==> config.mk <==
export PLATFORM = sky130hd
export DESIGN_NAME = if_fetch_stage
export DESIGN_NICKNAME = d
export VERILOG_FILES = /design/src/rtl/if_fetch_stage.sv
export SDC_FILE = /design/constraint.sdc
export NUM_CORES = 1
export LEC_CHECK = 0
export ABC_AREA = 1
export CAP_MARGIN = 20
export CORE_ASPECT_RATIO = 1.25
export CORE_MARGIN = 3
export CORE_UTILIZATION = 45
export CTS_CLUSTER_SIZE = 25
export DETAILED_ROUTE_END_ITERATION = 10
export PLACE_DENSITY = 0.85
export SYNTH_ARGS = -nofsm -noshare
export SYNTH_HDL_FRONTEND = slang
export SYNTH_SLANG_ARGS = --single-unit
==> constraint.sdc <==
create_clock -name clk -period 2 [get_ports clk]
set_input_delay 0.6 -clock clk [delete_from_list [all_inputs] [get_ports clk]]
set_output_delay 0.6 -clock clk [all_outputs]
set_load 0.005 [all_outputs]
==> src/rtl/if_fetch_stage.sv <==
// Instruction-fetch stage with IF/ID pipeline register.
// Owns the PC, talks to a ready-handshake imem, applies stall/redirect.
module if_fetch_stage #(
    parameter logic [31:0] RESET_PC = 32'h0000_3000,
    parameter logic [31:0] NOP_INST = 32'h0000_0000,
    parameter int unsigned MAX_WAIT = 16
) (
    input  logic        clk,
    input  logic        rst,
    input  logic        pc_stall_en,
    input  logic        redirect_en,
    input  logic [31:0] redirect_pc,
    output logic        imem_req,
    output logic [31:0] imem_addr,
    input  logic [31:0] imem_rdata,
    input  logic        imem_ready,
    output logic [31:0] IF_inst,
    output logic [31:0] IF_pc,
    output logic [31:0] IF_pc_plus4,
    output logic        IF_valid,
    output logic        fetch_wait,
    output logic        imem_err
);

    localparam int CW = $clog2(MAX_WAIT + 1);

    typedef enum logic [1:0] {
        S_BOOT,
        S_FETCH,
        S_HOLD
    } state_t;

    state_t          state_q, state_d;
    logic [31:0]     pc_q, pc_d;
    logic [31:0]     inst_q, inst_d;
    logic [31:0]     ifpc_q, ifpc_d;
    logic [31:0]     ifpc4_q, ifpc4_d;
    logic            valid_q, valid_d;
    logic [31:0]     buf_q, buf_d;
    logic [CW-1:0]   cnt_q, cnt_d;
    logic            err_q, err_d;
    logic [31:0]     pc_plus4;
    logic [31:0]     redir_aligned;

    assign pc_plus4      = pc_q + 32'd4;
    assign redir_aligned = {redirect_pc[31:2], 2'b00};

    assign imem_req    = rst && (state_q == S_FETCH);
    assign imem_addr   = {pc_q[31:2], 2'b00};
    assign fetch_wait  = (state_q == S_FETCH) && !imem_ready;
    assign IF_inst     = inst_q;
    assign IF_pc       = ifpc_q;
    assign IF_pc_plus4 = ifpc4_q;
    assign IF_valid    = valid_q;
    assign imem_err    = err_q;

    always_comb begin
        state_d = state_q;
        pc_d    = pc_q;
        inst_d  = inst_q;
        ifpc_d  = ifpc_q;
        ifpc4_d = ifpc4_q;
        valid_d = valid_q;
        buf_d   = buf_q;
        cnt_d   = cnt_q;
        err_d   = err_q;
        unique case (state_q)
            S_BOOT: begin
                if (redirect_en) pc_d = redir_aligned;
                state_d = S_FETCH;
            end
            S_FETCH: begin
                if (redirect_en) begin
                    pc_d    = redir_aligned;
                    inst_d  = NOP_INST;
                    valid_d = 1'b0;
                    cnt_d   = '0;
                end else if (imem_ready) begin
                    cnt_d = '0;
                    if (pc_stall_en) begin
                        buf_d   = imem_rdata;
                        state_d = S_HOLD;
                    end else begin
                        inst_d  = imem_rdata;
                        ifpc_d  = pc_q;
                        ifpc4_d = pc_plus4;
                        valid_d = 1'b1;
                        pc_d    = pc_plus4;
                    end
                end else begin
                    // Saturating run-length of consecutive not-ready cycles
                    if (cnt_q != CW'(MAX_WAIT)) cnt_d = cnt_q + CW'(1);
                    if (cnt_d == CW'(MAX_WAIT)) err_d = 1'b1;
                    if (!pc_stall_en) begin
                        inst_d  = NOP_INST;
                        valid_d = 1'b0;
                    end
                end
            end
            S_HOLD: begin
                if (redirect_en) begin
                    pc_d    = redir_aligned;
                    buf_d   = NOP_INST;
                    inst_d  = NOP_INST;
                    valid_d = 1'b0;
                    state_d = S_FETCH;
                end else if (!pc_stall_en) begin
                    inst_d  = buf_q;
                    ifpc_d  = pc_q;
                    ifpc4_d = pc_plus4;
                    valid_d = 1'b1;
                    pc_d    = pc_plus4;
                    state_d = S_FETCH;
                end
            end
            default: state_d = S_BOOT;
        endcase
    end

    always_ff @(posedge clk) begin
        if (!rst) begin
            state_q <= S_BOOT;
            pc_q    <= RESET_PC;
            inst_q  <= NOP_INST;
            ifpc_q  <= '0;
            ifpc4_q <= '0;
            valid_q <= 1'b0;
            buf_q   <= NOP_INST;
            cnt_q   <= '0;
            err_q   <= 1'b0;
        end else begin
            state_q <= state_d;
            pc_q    <= pc_d;
            inst_q  <= inst_d;
            ifpc_q  <= ifpc_d;
            ifpc4_q <= ifpc4_d;
            valid_q <= valid_d;
            buf_q   <= buf_d;
            cnt_q   <= cnt_d;
            err_q   <= err_d;
        end
    end

endmodule

## Word level (Yosys, flattened, before mapping)

Index checks and enable logic that the tools add are counted.

- Output and inout port bits: 132
- Input port bits: 69
- Logic and storage cells: 86
- Register bits: 169

- Add/sub/neg operators: 2
- Bitwise logic cells: 2
- Equality and inequality tests: 14
- Reduce and logical (&&, ||, !) cells: 13
- Muxes and demuxes: 46

Operators by type and width:

| kind | count |
|---|---|
| $mux W32 | 23 |
| $pmux W32 S2 | 4 |
| $pmux W32 S3 | 1 |
| $add A32 B3 Y32 const B | 1 |
| $mux W5 | 6 |
| $ne A2 B2 Y1 const B | 6 |
| $reduce_and A4 Y1 | 3 |
| $mux W2 | 5 |
| $ne A3 B3 Y1 const B | 3 |
| $pmux W2 S3 | 1 |
| $reduce_and A3 Y1 | 2 |
| $add A5 B1 Y5 const B | 1 |
| $eq A5 B5 Y1 const B | 1 |
| $mux W1 | 5 |
| $ne A5 B5 Y1 const B | 1 |
| $reduce_and A5 Y1 | 1 |
| $ne A4 B4 Y1 const B | 1 |
| $reduce_bool A3 Y1 | 1 |
| $eq A2 B1 Y1 const B | 1 |
| $eq A2 B2 Y1 const B | 1 |
| $logic_and A1 B1 Y1 | 2 |
| $logic_not A2 Y1 | 1 |
| $not A1 Y1 | 2 |
| $pmux W1 S2 | 1 |
| other kinds (3) | 3 |

## Longest topological paths before layout

- Word-level depth: 7
- Depth in mapped cells: 12
- Mapped depth without buffers: 11

## Worst setup path before layout

Ideal clock, no wire load.

- Path type: input-to-output
- Start: input port rst
- End: output port imem_req
- Arrival: 1.180 ns
- Path slack: 0.220 ns
- Required time: 1.400 ns
- Stages on the path: 4
- Buffers on the path: 2
- Cells stage by stage: clkbuf_1 -> clkbuf_1 -> nand2_1 -> inv_1

- Word-level cells in the longest chain between the ends: 1

RTL lines:

| element | RTL line | text |
|---|---|---|
| from (decl) | 9 | `input logic rst,` |
| $logic_and A1 B1 Y1 | 48 | `assign imem_req = rst && (state_q == S_FETCH);` |
| to (decl) | 13 | `output logic imem_req,` |

No other way between the ends.

## Final worst setup path

- Start: register pc_q[16]
- End: output port imem_addr[16]

RTL lines:

| element | RTL line | text |
|---|---|---|
| from (decl) | 34 | `logic [31:0] pc_q, pc_d;` |
| from (signal assigned) | 133 | `pc_q <= pc_d;` |
| to (decl) | 14 | `output logic [31:0] imem_addr,` |

No word-level cell between the ends.

==> flow_summary_export.csv <==
group,metric,value,unit
cells_and_area,finalCoreUtilization,0.652,
die,io-pin-count,201,
die,floorplan.initialDensity,0.461,
detailed_routing,route.final.wire_length,23.6,mm
cells_and_area,layout-drive-gt1-share,0.117,
worst_setup_path,worstPathRequired,1.40,ns
worst_setup_path,critPathMaxFanout,4,
die,die_area,18200,sq um
worst_setup_path,critPathBufInv,1,
synth,average_cell_area_after_synthesis,7.20,sq um
worst_setup_path,critical_path.max_stage_delay,0.54,ns
sta,layout_min_cycle_time,1.98,ns
clock_network,tritoncts,"done",
cells_and_area,antenna-diode-count,0,
detailed_routing,detailedRoute.firstIterationViolations,721,
detailed_routing,ant_nets,0,
pwr,power.density_cell_area,1620,nW/um^2
global_route,grt_pass1_wl,36.8,mm
clock_network,clock_tree.root_cell,"sky130_fd_sc_hd__clkbuf_16",
die,chip_width,121,um
detailed_routing,vias,7801,
worst_setup_path,cp.arrival,1.38,ns
sta,final.setup_skew,0.0160,ns
worst_setup_path,category_of_the_critical_setup_timing_path,"flop to primary output",
sta,final.period_utilization,0.988,
pwr,power.static_leakage,4.35,nW
clock_network,ctsHtreeMaxLevel,4,
global_route,first_global_vias,7318,
clock_network,clock_tree.buffer_depth,2,
detailed_routing,post_drt_via_cell_ratio,5.32,
hold_path,holdCritPathClass,"flop to flop",
sta,finalSetupViolations,0,
placed_design,routability_cong,0.907,
sta,timing.fmax,506,MHz
die,core_area,16200,sq um
sta,holdWs,0.461,ns
clock_network,clock_insertion_delay_worst_skew,0.44,ns
detailed_routing,detail_route.wl_per_cell,16.1,um
worst_setup_path,crit_path_cell_trace,"clkdlybuf4s50_1",
cells_and_area,syn_to_final_growth,41.5,%
placed_design,detailed_place_hpwl,16.3,mm
placed_design,post-place-cells,1428,
placed_design,port-buffer-count,192,
worst_setup_path,crit_end_category,"primary output",
global_route,grt_antenna_before_repair,0,
detailed_routing,first_pass_iters,5,
synth,number_of_synthesized_register_bits,163,
synth,synthesis.area,7460,sq um
clock_network,number_of_clock_buffers_inserted_by_tritoncts,17,
global_route,grt_max_degree,130,
sta,setup-tns-final,0,ns
clock_network,cts.sinks,163,
outcome,run_status,"finished, final reports clean",
pwr,p_total,17.2,mW
die,die_y,150,um
cells_and_area,fin_nets,1313,
synth,yosysUniqueCellTypes,37,
worst_setup_path,timing.critical_path.from_type,"flop",
sta,drv_slew,0,
global_route,grt_remaining_overflow,0,
clock_network,clk_pin_slew_worst_paths,0.06,ns
detailed_routing,detail_route.drc_violations,0,
synth,synth-warning-count,0,
worst_setup_path,crit_slowest_cell,"sky130_fd_sc_hd__clkdlybuf4s50_1",
worst_setup_path,cpLargestDelayFamily,"buffers and inverters",
die,num_rows,52,
global_route,globalRouteTotalUtil,0.253,
cells_and_area,final_cell_mix,"178 x sky130_fd_sc_hd__clkdlybuf4s50_1, 168 x sky130_fd_sc_hd__nand2_1, 165 x sky130_fd_sc_hd__a21oi_1",
cells_and_area,most_common_library_cell_in_the_layout_ignoring_fill_and_taps,"sky130_fd_sc_hd__clkdlybuf4s50_1",
sta,final-hold-violation-count,0,
pwr,max-vdd-ir-drop,846,uV
synth,postSynthCellCount,1037,
cells_and_area,final-instance-count-excl-fill,1465,
job,cap_violations,0,
synth,synth_seq_area_share,0.437,
final cells by class:
| cell class | count | area (sq um) |
|---|---|---|
| sequential | 163 | 3310 |
| inverter | 78 | 303 |
| clock buffer | 19 | 453 |
| fill | 1336 | 5640 |
| tap | 216 | 270 |
| multi-input combinational | 731 | 3570 |
| clock inverter | 13 | 160 |
| timing repair buffer | 245 | 2490 |
cell usage after synthesis (all sizes together):
| cell type | n | area, sq um |
|---|---|---|
| nand2 | 174 | 703 |
| a21oi | 167 | 847 |
| dfxtp | 163 | 3260 |
| o21ai | 148 | 741 |
| nor2 | 147 | 584 |
| inv | 77 | 299 |
| clkbuf | 38 | 145 |
| buf | 32 | 238 |
| nand3 | 26 | 130 |
| xor2 | 15 | 131 |
| a211oi | 10 | 80.1 |
| nand4 | 9 | 56.3 |
| ha | 8 | 100 |
| a31oi | 7 | 43.8 |
| a21o | 4 | 30.0 |
| nor3 | 3 | 15.0 |
| and2 | 2 | 12.5 |
| o211ai | 2 | 15.0 |
| clkinv | 1 | 3.75 |
| conb | 1 | 3.75 |
| o22ai | 1 | 6.26 |
| or2 | 1 | 6.26 |
| xnor2 | 1 | 8.76 |
cells by family (layout without fill, tap and decap cells):
logic type	count (synthesis)	in the layout	synth area share
xor gates and xnor gates	16	16	0.0188
buffers and inverters	148	355	0.0919
and+or+nand+nor	362	362	0.202
AOI/OAI and AO/OA	339	339	0.236
other	1	6	0.000502
adders and majority gates	8	8	0.0134
DFF	163	163	0.437
what timing repair did:
item,4_1_cts,5_1_grt
pin swaps,1,1
gates resized for setup,35,27
endpoints found under the setup margin,28,86
hold buffers,0,0
buffers inserted,1,3
cloned,0,1
report_power, final:
group,switching (mW),leakage (nW),total [mW],internal (mW)
sequential,1.02,1.35,5.67,4.64
clock,1.47,0.306,3.43,1.96
combinational,4.16,2.70,8.06,3.90
total,6.65,4.35,17.2,10.5
worst paths after layout:
check	start	end	slack (ns)	cells past startpoint
worst max-delay path	pc_q[16]	imem_addr[16]	0.02	1
worst min register to register	imem_err	imem_err	0.46	2
worst min-delay path	imem_err	imem_err	0.46	2
worst max register to register	state_q[1]	pc_q[13]	0.12	11
registers in the layout, summed over array words and instances, names as in the netlist:
signal and cells:
IF_inst 32, IF_pc 30, IF_pc_plus4 30, IF_valid 1, buf_q 32, cnt_q 5
imem_err 1, pc_q 30, state_q 2
stage by stage:
| stage | cell area (sq um) | setup slack, ns |
|---|---|---|
| floorplan | 7480 | 0.220 |
| global placement | 9780 | -0.358 |
| detailed placement | 9780 | -0.385 |
| CTS | 10500 | -0.0108 |
| global route | 10600 | -0.0176 |
| finish | 10600 | 0.0248 |
metal layers:
metal  share of wire  vias up  track usage
li1                -     3806            -
met1            0.38     3592        0.285
met2            0.49      340        0.445
met3           0.087       63       0.0677
met4           0.043        0        0.117
met5               0        -            0
Note: power is estimated with default switching activity, not from simulation.
